## src/rtl/switch_event_decoder.sv

```systemverilog
// switch_event_decoder: turns a debounced switch level into press, release,
// hold and auto-repeat events, presented on a valid/ack interface.
// All timing advances on clk_enable ticks; the event register runs every clk.
module switch_event_decoder (
  input  logic        clk,
  input  logic        reset_n,
  input  logic        clk_enable,
  input  logic        switch_level,
  input  logic [15:0] hold_period,
  input  logic [15:0] repeat_period,
  input  logic        event_ack,
  output logic        event_valid,
  output logic [1:0]  event_type,
  output logic        event_overrun,
  output logic        switch_pressed
);

  typedef enum logic [1:0] {
    ST_RELEASED = 2'd0,
    ST_PRESSED  = 2'd1,
    ST_HELD     = 2'd2
  } state_t;

  localparam logic [1:0] EV_PRESS   = 2'd0;
  localparam logic [1:0] EV_RELEASE = 2'd1;
  localparam logic [1:0] EV_HOLD    = 2'd2;
  localparam logic [1:0] EV_REPEAT  = 2'd3;

  // Counter decrement that sticks at zero instead of wrapping.
  function automatic logic [15:0] dec_sat(input logic [15:0] value);
    dec_sat = (value != 16'h0) ? (value - 16'h1) : 16'h0;
  endfunction

  state_t      state;
  state_t      state_nxt;
  logic [15:0] counter;
  logic [15:0] counter_nxt;
  logic        raise;
  logic [1:0]  raise_type;
  logic        ev_free;
  logic        valid_nxt;
  logic [1:0]  type_nxt;
  logic        overrun_nxt;

  // Next state, counter and raised event; only tick cycles may change anything.
  always_comb begin
    state_nxt   = state;
    counter_nxt = counter;
    raise       = 1'b0;
    raise_type  = EV_PRESS;
    if (clk_enable) begin
      case (state)
        ST_RELEASED: begin
          if (switch_level) begin
            state_nxt   = ST_PRESSED;
            counter_nxt = hold_period;
            raise       = 1'b1;
            raise_type  = EV_PRESS;
          end
        end
        ST_PRESSED: begin
          if (!switch_level) begin
            state_nxt  = ST_RELEASED;
            raise      = 1'b1;
            raise_type = EV_RELEASE;
          end else if (counter == 16'h0) begin
            state_nxt   = ST_HELD;
            counter_nxt = repeat_period;
            raise       = 1'b1;
            raise_type  = EV_HOLD;
          end else begin
            counter_nxt = dec_sat(counter);
          end
        end
        ST_HELD: begin
          // Release wins over a repeat due on the same tick.
          if (!switch_level) begin
            state_nxt  = ST_RELEASED;
            raise      = 1'b1;
            raise_type = EV_RELEASE;
          end else if ((repeat_period != 16'h0) && (counter == 16'h0)) begin
            counter_nxt = repeat_period;
            raise       = 1'b1;
            raise_type  = EV_REPEAT;
          end else begin
            counter_nxt = dec_sat(counter);
          end
        end
        default: begin
          state_nxt   = ST_RELEASED;
          counter_nxt = 16'h0;
        end
      endcase
    end
  end

  // Event slot: load when free, drop with overrun when occupied, clear on ack.
  always_comb begin
    ev_free     = !event_valid || event_ack;
    valid_nxt   = event_valid;
    type_nxt    = event_type;
    overrun_nxt = event_overrun;
    if (raise) begin
      if (ev_free) begin
        valid_nxt = 1'b1;
        type_nxt  = raise_type;
      end
    end else if (event_ack) begin
      valid_nxt = 1'b0;
    end
    if (raise && !ev_free) begin
      overrun_nxt = 1'b1;
    end else if (event_valid && event_ack) begin
      overrun_nxt = 1'b0;
    end
  end

  // State and tick counter registers.
  always_ff @(posedge clk or negedge reset_n) begin
    if (!reset_n) begin
      state   <= ST_RELEASED;
      counter <= 16'h0;
    end else begin
      state   <= state_nxt;
      counter <= counter_nxt;
    end
  end

  // Event outputs and the pressed flag, kept aligned with the state register.
  always_ff @(posedge clk or negedge reset_n) begin
    if (!reset_n) begin
      event_valid    <= 1'b0;
      event_type     <= EV_PRESS;
      event_overrun  <= 1'b0;
      switch_pressed <= 1'b0;
    end else begin
      event_valid    <= valid_nxt;
      event_type     <= type_nxt;
      event_overrun  <= overrun_nxt;
      switch_pressed <= (state_nxt != ST_RELEASED);
    end
  end

endmodule
```

## config.mk

```make
export PLATFORM = sky130hd
export DESIGN_NAME = switch_event_decoder
export DESIGN_NICKNAME = d
export VERILOG_FILES = /design/src/rtl/switch_event_decoder.sv
export SDC_FILE = /design/constraint.sdc
export NUM_CORES = 1
export LEC_CHECK = 0
export CAP_MARGIN = 10
export CORE_ASPECT_RATIO = 1.25
export CORE_UTILIZATION = 45
export CTS_CLUSTER_DIAMETER = 100
export DETAILED_ROUTE_END_ITERATION = 8
export PLACE_DENSITY = 0.77
export SETUP_SLACK_MARGIN = 0.1
export SLEW_MARGIN = 20
export SYNTH_ARGS = -nofsm -noshare
export SYNTH_HDL_FRONTEND = slang
export SYNTH_SLANG_ARGS = --single-unit
```

## constraint.sdc

```tcl
create_clock -name clk -period 1.8 [get_ports clk]
set_input_delay 0.36 -clock clk [delete_from_list [all_inputs] [get_ports clk]]
set_output_delay 0.36 -clock clk [all_outputs]
set_load 0.01 [all_outputs]
```

==> summary.md, run 1 <==
| Metric | Value |
|---|---|
| Outcome | finished with violations |
| Failing checks | design-rule violations, negative setup slack |
| Worst Tran Pin Value | ~450 ps |
| Detail Route Antenna Nets | 0 |
| Die ar. | about 4000 um2 |
| Critical-path top delay cell | dfrtp_1 |
| Clk root buf | clkbuf_8 |
| Layout cell share with drive strength beyond 1 | 0.474 |
| Via density | 6.79 |
| Starting Density | 0.485 |
| Pins over their slew limit | 0 |
| Post-synth EDFFs | 0 |
| FP Rows | 24 |
| Num CTS Buffers | 3 |
| Worst Path Required | ~2000 ps |
| Pre-CTS setup slack | -651 ps |
| Asr flop ratio synth | 1.00 |
| Fin crit period | ~2100 ps |
| Critical Setup Path Class | flip-flop to flip-flop |
| VDD IR-drop max | 937 uV |
| Maximum fanout along the worst path | 4 |
| Seq/Total Area, Yosys | 0.332 |
| Highest cell delay on the worst timing path | a little over 400 ps |
| Synthesis Warnings | 0 |
| Clk slew on worst S/H paths | around 90 ps |
| Core area | approximately 3600 um2 |
| Antenna diode count | 0 |
| Post-synth top flop | dfrtp_1 |
| Cells along the critical path | nor3_2 > buf_4 > nand4_1 > a211oi_4 > o221ai_2 > mux2_4 |
| Initial antenna violation count | 0 |
| Average wire per standard cell | 22.7 um |
| DRC Markers | 3 |
| Yosys cell types | between 50 and 60 |
| Critical path arrival | about 2300 ps |
| # H-tree levels | 1 |
| Wirelength, routed | between 8000 and 9000 um |
| Final period util | 1.16 |
| Most frequent cell after synthesis | dfrtp_1 |
| Tot GR Track Use | 0.368 |
| Mapped Avg Cell Area | 8.80 um2 |
| Worst setup EP type | flip-flop |
| Hold bufs inserted after CTS | 0 |
| Max-Cap Viols | 0 |
| Synth top cells by count | 23 x dfrtp_1, 20 x nand2_1, 19 x o21ai_0 |
| Reg-to-reg slack, setup | -280 ps |
| Worst setup endpoint | event_type[1] |
| Crit Reg-Reg Endpoint | event_type[1] |
| Max-slew headroom | 0.697 |
| Gr ovfl total | 0 |
| Max Clk Rate | between 400 and 500 MHz |
| CTS tree | yes |
| Worst setup path start | counter[9] |
| Global-route wire length before repair | ~11000 um |
| Final RePlAce weighted congestion | about 0.92 |
| Flop and latch count out of synthesis | 23 |
| Vias in the first global route | 2440 |
| Share of the synthesized area in the top cell type | 0.332 |
| Max Root-Sink Buffers | 2 |
| Hold Crit Class | primary input to async pin |
| TritonCTS Sinks | 23 |
| Setup crit start kind | flip-flop |
| Syn Nets | approximately 240 |
| IO Count | between 40 and 50 |
| RSZ-0062 raised after global routing | true |
| Pin count of the biggest net entering global routing | 24 |
| Port bufs | 41 |
| DR iter-0 viols | approximately 290 |
| Minimum hold slack | about 450 ps |
| Routed vias | ~2500 |
| Worst setup margin | -282 ps |
| Area contributors post-synth | dfrtp_1 33%, o21ai_0 5.5%, nand2_1 4.3% |
| Final #Nets | 366 |
| Layout Skew | about 2.9 ps |
| Die width | 57.5 um |
| Final number of setup-violating endpoints | 21 |
| LEAKAGE | between 0.001 and 0.0015 uW |
| Worst skew pair latency | between 200 and 300 ps |
| Power Density | between 1000 and 1500 nW/um2 |
| First-pass iteration count of the detailed router | 7 |
| Area grow syn2layout | 87.9% |
| R2R depth | 6 |
| Cell type with the largest total area after synthesis | dfrtp_1 |
| Worst R2R Start | counter[9] |
| Final-report hold violation count | 0 |
| Die Ht | a little over 70 um |
| Hpwl dp | between 4000 and 5000 um |
| Synthesized cell area | approximately 1700 um2 |
| Cells after Synth | 197 |
how the worst min path moves through the flow:
stage                  start              to  slack [ps]
2_1_floorplan        reset_n      counter[0]          60
3_3_place_gp   event_type[1]   event_type[1]         500
3_5_place_dp   event_type[1]   event_type[1]         500
4_1_cts              reset_n     event_valid         460
5_1_grt              reset_n  switch_pressed         470
6_report             reset_n  switch_pressed         450
logic make-up after synthesis:
kind of cell | after synthesis | synth area share
fa+ha+maj | 5 | 0.0361
xor+xnor | 3 | 0.0152
mux | 4 | 0.0260
compound gates | 69 | 0.299
buf+inv | 19 | 0.0433
flops | 23 | 0.332
simple gates | 74 | 0.248
flip-flops by register name (all words and copies together) (netlist names):
name and flops:
state 2, counter 16, event_valid 1, event_overrun 1, event_type 2, switch_pressed 1
metal layers:
layer  vias up  GRT usage  part of all wire
li1       1021          -                 -
met1      1164      0.407              0.36
met2       195      0.633              0.49
met3        78     0.0596             0.079
met4         0      0.263             0.070
met5         -          0                 0
power by group:
| group | total [uW] | switching (uW) | internal, uW |
|---|---|---|---|
| Sequential | 949 | 217 | 732 |
| Clock | 347 | 192 | 155 |
| Combinational | 3280 | 1640 | 1640 |
| Total | 4570 | 2050 | 2530 |
worst max-delay path, delay by kind of cell, from the launching register on:
kind | cells | cell delay [ps]
DFF | 1 | 410
buffers and inverters | 1 | 210
AOI/OAI and AO/OA | 2 | 470
and+or+nand+nor | 2 | 570
muxes | 1 | 320
final cells by class:
cell class                      instances  area [um2]
Clock buffer                            3        41.3
Fill cell                             147         317
Sequential cell                        23         578
Clock inverter                          1        5.00
Multi-Input combinational cell        157        1450
Tap cell                               39        48.8
Timing Repair Buffer                  128        1090
Inverter                               11        41.3
timing repair:
action | in CTS | in global routing
endpoints found under the setup margin | 23 | 23
gates cloned | 1 | 1
setup buffers | 9 | 7
resized for setup | 56 | 27
pin swaps | 26 | 25
placed cells by master (no fill, tap or decap), types with 4 or more instances in the layout:
cell and count:
a21oi_1 5, a21oi_2 5, a221o_1 7, a222oi_1 4, buf_4 77, buf_6 9, clkdlybuf4s50_1 28, dfrtp_1 21
dlygate4sd2_1 13, ha_4 4, inv_1 6, inv_2 5, nand2_1 15, nor2_1 11, nor3_1 8, nor4_4 4
o21ai_0 9, o21ai_1 4, o21ai_2 4, o31ai_1 5, or3_1 5
stage by stage:
stage	instances	setup TNS, ps	power [uW]	util	area (um2)
final	362	-3510	4570	0.911	3260
after global routing	362	-4780	4750	0.911	3260
after CTS	355	-1750	4110	0.865	3090
after detailed placement	342	-11580	3480	0.782	2790
after global placement	342	-11430	3410	0.782	2790
after floorplan	197	-185	2250	-	1830
Note: power is estimated with default switching activity, not from simulation.
==> inputs of run 2 (changes only) <==
--- a/config.mk
+++ b/config.mk
@@ -5,12 +5,13 @@
 export SDC_FILE = /design/constraint.sdc
 export NUM_CORES = 1
 export LEC_CHECK = 0
+export ABC_AREA = 1
 export CAP_MARGIN = 10
 export CORE_ASPECT_RATIO = 1.25
-export CORE_UTILIZATION = 45
+export CORE_UTILIZATION = 30
 export CTS_CLUSTER_DIAMETER = 100
 export DETAILED_ROUTE_END_ITERATION = 8
-export PLACE_DENSITY = 0.77
+export PLACE_DENSITY = 0.54
 export SETUP_SLACK_MARGIN = 0.1
 export SLEW_MARGIN = 20
 export SYNTH_ARGS = -nofsm -noshare
==> summary.md, run 2 <==
| Metric | Value |
|---|---|
| Outcome | completed |
| Critical-path top delay cell | dfrtp_1 |
| Initial antenna violation count | 0 |
| RSZ-0062 raised after global routing | true |
| DR iter-0 viols | 82 |
| Cell type with the largest total area after synthesis | dfrtp_1 |
| Final-report hold violation count | 0 |
| Sequential power share | 0.234 |
| Placed cell count | about 460 |
| Sw Share | 0.463 |
| Final #Nets | approximately 420 |
| Critical path arrival | around 1800 ps |
| Maximum fanout along the worst path | 16 |
| First-pass iteration count of the detailed router | 4 |
| Setup crit start kind | flip-flop |
| Fillers | between 600 and 700 |
| Crit Reg-Reg Endpoint | counter[0] |
| Area grow syn2layout | 51.5% |
| Layout Skew | just over 3 ps |
| Clk root buf | clkbuf_8 |
| Gr ovfl total | 0 |
| Largest register FFs | 16 |
| Worst Tran Pin Value | 321 ps |
| Starting Density | 0.312 |
| Core area | just over 6000 um2 |
| Die width | around 74 um |
| Critical Setup Path Class | flip-flop to flip-flop |
| VDD IR-drop max | between 700 and 800 uV |
| Hold Crit Class | primary input to async pin |
| Die Ht | around 90 um |
| Syn Nets | roughly 350 |
| Commonest cells after routing, fill and taps aside | 113 x nand2_1, 38 x clkdlybuf4s50_1, 37 x buf_4, 29 x inv_1, 24 x nor2_1 |
| Largest regs | counter x16, event_type x2, state x2 |
| Post-synth top flop | dfrtp_1 |
| Mapped Avg Cell Area | between 6 and 7 um2 |
| Max Clk Rate | 606 MHz |
| Final Util | 0.473 |
| Synthesized cell area | 1920 um2 |
| Share of the synthesized area in the top cell type | 0.299 |
| Final RePlAce weighted congestion | around 0.83 |
| FP Rows | 32 |
| CP most frequent cell | o21ai_0 |
| Synthesis Warnings | 0 |
| Pin count of the biggest net entering global routing | 24 |
| Worst setup margin | ~150 ps |
| Max Root-Sink Buffers | 2 |
| CTS tree | yes |
| Int Pwr | between 2000 and 2500 uW |
| Combinational Power Share | 0.681 |
| Post-synth EDFFs | 0 |
| Hpwl dp | 4330 um |
| Cells along the critical path | nor2_2 > nand3_2 > nor2_4 > nand2_8 > buf_4 > nand2_1 > o21ai_0 > o21ai_0 > nand2_1 > o21ai_0 |
| Pins over their slew limit | 0 |
| Final period util | 0.916 |
| Final number of setup-violating endpoints | 0 |
| Cells after Synth | roughly 300 |
| Sw Pwr | between 1500 and 2000 uW |
| Placed Area | 2680 um2 |
| Flop and latch count out of synthesis | 23 |
| # H-tree levels | 1 |
| Worst skew pair latency | 260 ps |
| Port bufs | 41 |
| LEAKAGE | 0.00146 uW |
| Highest cell delay on the worst timing path | ~400 ps |
| Finished Cell Area | 2910 um2 |
| Fin crit period | around 1600 ps |
| Wirelength, routed | 5840 um |
| Layout cell share with drive strength beyond 1 | 0.215 |
| Num CTS Buffers | 3 |
| Area contributors post-synth | dfrtp_1 30%, nand2_1 23%, nor2_1 6.8% |
| Via density | ~4.6 |
| Power Density | approximately 1300 nW/um2 |
| Clk slew on worst S/H paths | 90 ps |
| Die ar. | approximately 6700 um2 |
| Detail Route Antenna Nets | 0 |
| Vias in the first global route | between 2000 and 2500 |
| Worst setup EP type | flip-flop |
| Clock Power Share | 0.085 |
| Pre-CTS setup slack | -10.6 ps |
| Max-Cap Viols | 0 |
| IO Count | 42 |
| Global-route wire length before repair | slightly below 10000 um |
| Reg-to-reg slack, setup | about 150 ps |
| Seq/Total Area, Yosys | 0.299 |
| Routed vias | between 2000 and 2500 |
| Worst R2R Start | counter[14] |
| Worst setup path start | counter[14] |
| Max-slew headroom | 0.786 |
| Most common cell after layout, fill and taps aside | nand2_1 |
| Most flops, register | counter |
| Asr flop ratio synth | 1.00 |
| Worst Path Required | between 1500 and 2000 ps |
| Tot GR Track Use | 0.187 |
| DRC Markers | 0 |
| R2R depth | 10 |
| Synth top cells by count | 116 x nand2_1, 35 x nor2_1, 31 x inv_1 |
| Most frequent cell after synthesis | nand2_1 |
| Average wire per standard cell | around 13 um |
| Hold bufs inserted after CTS | 0 |
| Final Non-Filler Cells | 466 |
| Antenna diode count | 0 |
| Yosys cell types | 29 |
| TritonCTS Sinks | 23 |
==> run 2: kinds of logic after synthesis <==
group / share of synthesized area
adders and majority gates: 0.0325
DFF: 0.299
AOI/OAI and AO/OA: 0.0950
xor gates and xnor gates: 0.0319
and+or+nand+nor: 0.453
buffers and inverters: 0.0885
==> run 2: routing by layer <==
layer	global-route usage	vias to the layer above	part of all wire
li1	-	1120	-
met1	0.238	988	0.45
met2	0.329	37	0.52
met3	0.0166	7	0.023
met4	0.0513	0	0.012
met5	0	-	0
==> run 2: power groups by stage <==
| stage | clock (uW) | combinational, uW | sequential (uW) |
|---|---|---|---|
| after floorplan | 0 | 1340 | 925 |
| after global placement | 0 | 2310 | 893 |
| after detailed placement | 0 | 2320 | 894 |
| after CTS | 345 | 2340 | 886 |
| after global routing | 364 | 2970 | 932 |
| final | 328 | 2620 | 898 |
==> run 2: how the worst max path moves through the flow <==
| stage | endpoint |
|---|---|
| after global routing | counter[0] |
| after floorplan | counter[3] |
| after global placement | event_type[1] |
| after detailed placement | event_type[0] |
| after CTS | event_type[0] |
| final | counter[0] |
==> run 2: worst max-delay path, delay by kind of cell (launching register included) <==
kind	cells	cell delay [ps]
flip-flops	1	400
AO/OA/AOI/OAI	3	300
AND/OR/NAND/NOR	6	710
buffers and inverters	1	150
==> run 2: cell type report <==
class / count / area, um2 / share of cell area
multi-input combinational: 239 / 1300 / 0.445
timing repair buffer: 83 / 769 / 0.264
sequential: 23 / 577 / 0.198
inverter: 32 / 120 / 0.0412
tap: 85 / 106 / 0.0365
clock buffer: 4 / 45.0 / 0.0155
==> run 2: repair_timing <==
| item | CTS | global route |
|---|---|---|
| setup buffers | 0 | 7 |
| endpoints found under the setup margin | 16 | 22 |
| gates resized for setup | 4 | 36 |
| pin swaps | 0 | 18 |
==> run 2: through the flow <==
stage	hold slack [ps]	setup TNS (ps)	power, uW
2_1_floorplan	64.4	0	2260
5_1_grt	489	0	4260
6_report	459	0	3850
4_1_cts	481	0	3580
3_3_place_gp	477	0	3200
3_5_place_dp	478	-18.0	3210
==> inputs of run 3 (changes only) <==
--- a/config.mk
+++ b/config.mk
@@ -7,11 +7,13 @@
 export LEC_CHECK = 0
 export ABC_AREA = 1
 export CAP_MARGIN = 10
+export CELL_PAD_IN_SITES_DETAIL_PLACEMENT = 0
+export CELL_PAD_IN_SITES_GLOBAL_PLACEMENT = 1
 export CORE_ASPECT_RATIO = 1.25
-export CORE_UTILIZATION = 30
+export CORE_UTILIZATION = 32
 export CTS_CLUSTER_DIAMETER = 100
 export DETAILED_ROUTE_END_ITERATION = 8
-export PLACE_DENSITY = 0.54
+export PLACE_DENSITY = 0.77
 export SETUP_SLACK_MARGIN = 0.1
 export SLEW_MARGIN = 20
 export SYNTH_ARGS = -nofsm -noshare
==> summary.md, run 3 (same netlist as run 2, synthesis figures left out) <==
| Metric | Value |
|---|---|
| Outcome | finished with violations |
| Failing checks | design-rule violations |
| Largest regs | counter x16, event_type x2, state x2 |
| Die width | between 70 and 80 um |
| Layout Skew | 2.02 ps |
| Combinational Power Share | 0.704 |
| Max-Cap Viols | 0 |
| VDD IR-drop max | 708 uV |
| Die ar. | about 6300 um2 |
| Critical path arrival | around 1900 ps |
| CTS tree | yes |
| Die Ht | 88.7 um |
| Core area | approximately 5800 um2 |
| Clk root buf | clkbuf_8 |
| Wirelength, routed | around 6300 um |
| Clock Power Share | 0.082 |
| Commonest cells after routing, fill and taps aside | 101 x nand2_1, 43 x buf_4, 41 x clkdlybuf4s50_1, 25 x inv_1, 24 x nor2_1 |
| R2R depth | 10 |
| Int Pwr | between 2000 and 2500 uW |
| Most flops, register | counter |
| Worst Path Required | approximately 2000 ps |
| Crit-path leading delay family | simple AND/OR/NAND/NOR gates |
| Port bufs | 41 |
| Antenna diode count | 0 |
| TritonCTS Sinks | 23 |
| RSZ-0062 raised after global routing | true |
| Placed cell count | 438 |
| Crit Reg-Reg Endpoint | counter[11] |
| Final-report hold violation count | 0 |
| Worst skew pair latency | about 270 ps |
| LEAKAGE | 0.00151 uW |
| Tot GR Track Use | 0.203 |
| Setup crit start kind | flip-flop |
| Critical-path top delay cell | dfrtp_2 |
| Final Non-Filler Cells | between 400 and 500 |
| DRC Markers | 2 |
| Average wire per standard cell | between 10 and 15 um |
| Worst Tran Pin Value | 380 ps |
| First-pass iteration count of the detailed router | 6 |
| Largest register FFs | 16 |
| Hold Crit Class | primary input to async pin |
| # H-tree levels | 1 |
| Maximum fanout along the worst path | 6 |
| Pin count of the biggest net entering global routing | 24 |
| Area grow syn2layout | 59.3% |
| Sw Pwr | slightly below 2000 uW |
| Reg-to-reg slack, setup | 100 ps |
| Final period util | 0.945 |
| Critical Setup Path Class | flip-flop to flip-flop |
| Layout cell share with drive strength beyond 1 | 0.292 |
| Max Clk Rate | 588 MHz |
| Max-slew headroom | 0.746 |
| Hpwl dp | between 4000 and 5000 um |
| Highest cell delay on the worst timing path | around 420 ps |
| DR iter-0 viols | between 90 and 100 |
| Worst Path Buf+Inv | 3 |
| Final RePlAce weighted congestion | between 0.8 and 0.9 |
| Routed vias | about 2200 |
| Cells along the critical path | inv_2 > ha_4 > nor2_4 > nor2_4 > nor3_4 > inv_2 > nor2_4 > clkbuf_16 > nand2_2 > nand2_1 |
| Max Root-Sink Buffers | 2 |
| Final Util | 0.530 |
| Sw Share | 0.458 |
| Most common cell after layout, fill and taps aside | nand2_1 |
| FP Rows | 31 |
| Final #Nets | ~430 |
| Sequential power share | 0.215 |
| Power Density | ~1400 nW/um2 |
| Worst setup EP type | flip-flop |
| Stages on the worst setup path | 10 |
| Initial antenna violation count | 0 |
| Clk slew on worst S/H paths | approximately 90 ps |
| Num CTS Buffers | 3 |
| Worst R2R Start | state[1] |
| CP most frequent cell | nor2_4 |
| Detail Route Antenna Nets | 0 |
| Via density | 4.85 |
| IO Count | between 40 and 50 |
| Starting Density | 0.333 |
| Hold bufs inserted after CTS | 0 |
| Final number of setup-violating endpoints | 0 |
| Pins over their slew limit | 0 |
| Fin crit period | roughly 1700 ps |
| Vias in the first global route | around 2200 |
| Gr ovfl total | 0 |
| Global-route wire length before repair | roughly 10000 um |
[run 3: final cells by class]
class / count / area (um2)
repair buffers: 92 / 868
inverters: 32 / 120
well taps: 66 / 82.6
multi-input cells: 239 / 1370
clock buffers: 4 / 45.0
fillers: 579 / 2720
flip-flops and latches: 23 / 578
[run 3: how the worst max path moves through the flow]
stage,startpoint,endpoint,slack [ps]
floorplan,state[0],counter[3],120
global placement,counter[1],counter[9],-30
detailed placement,counter[0],counter[7],-40
CTS,state[0],counter[0],110
global route,state[1],counter[11],10
finish,state[1],counter[11],100
[run 3: metal layers]
layer | GRT usage | part of all wire
met5 | 0 | 0
met3 | 0.0159 | 0.022
met2 | 0.384 | 0.51
met4 | 0.0564 | 0.019
met1 | 0.246 | 0.45
[run 3: repair_timing]
item                                    4_1_cts  5_1_grt
cloned                                        0        2
endpoints found under the setup margin       18       22
resized for setup                             7       60
pin swaps                                     2       28
setup buffers                                 0       12
[run 3: power by group through the flow]
stage	clock, uW	sequential [uW]	combinational [uW]
finish	346	910	2980
global route	362	938	3280
CTS	349	886	2430
detailed placement	0	892	2350
global placement	0	894	2340
floorplan	0	925	1340
[run 3: worst reg2reg max path, stage by stage (launching register included)]
cell,delay [ps]
dfrtp_2,420
inv_2,70
ha_4,170
nor2_4,140
nor2_4,60
nor3_4,210
inv_2,70
nor2_4,210
clkbuf_16,200
nand2_2,50
nand2_1,60
[run 3: per-stage QoR]
step	hold slack (ps)	TNS, ps	worst slack, ps	area, um2	total power [uW]
floorplan	64.4	0	116	1920	2260
global route	476	0	9.73	3060	4580
finish	441	0	98.4	3060	4240
CTS	459	0	108	2750	3660
global placement	480	-69.9	-34.6	2670	3230
detailed placement	477	-208	-40.4	2670	3250
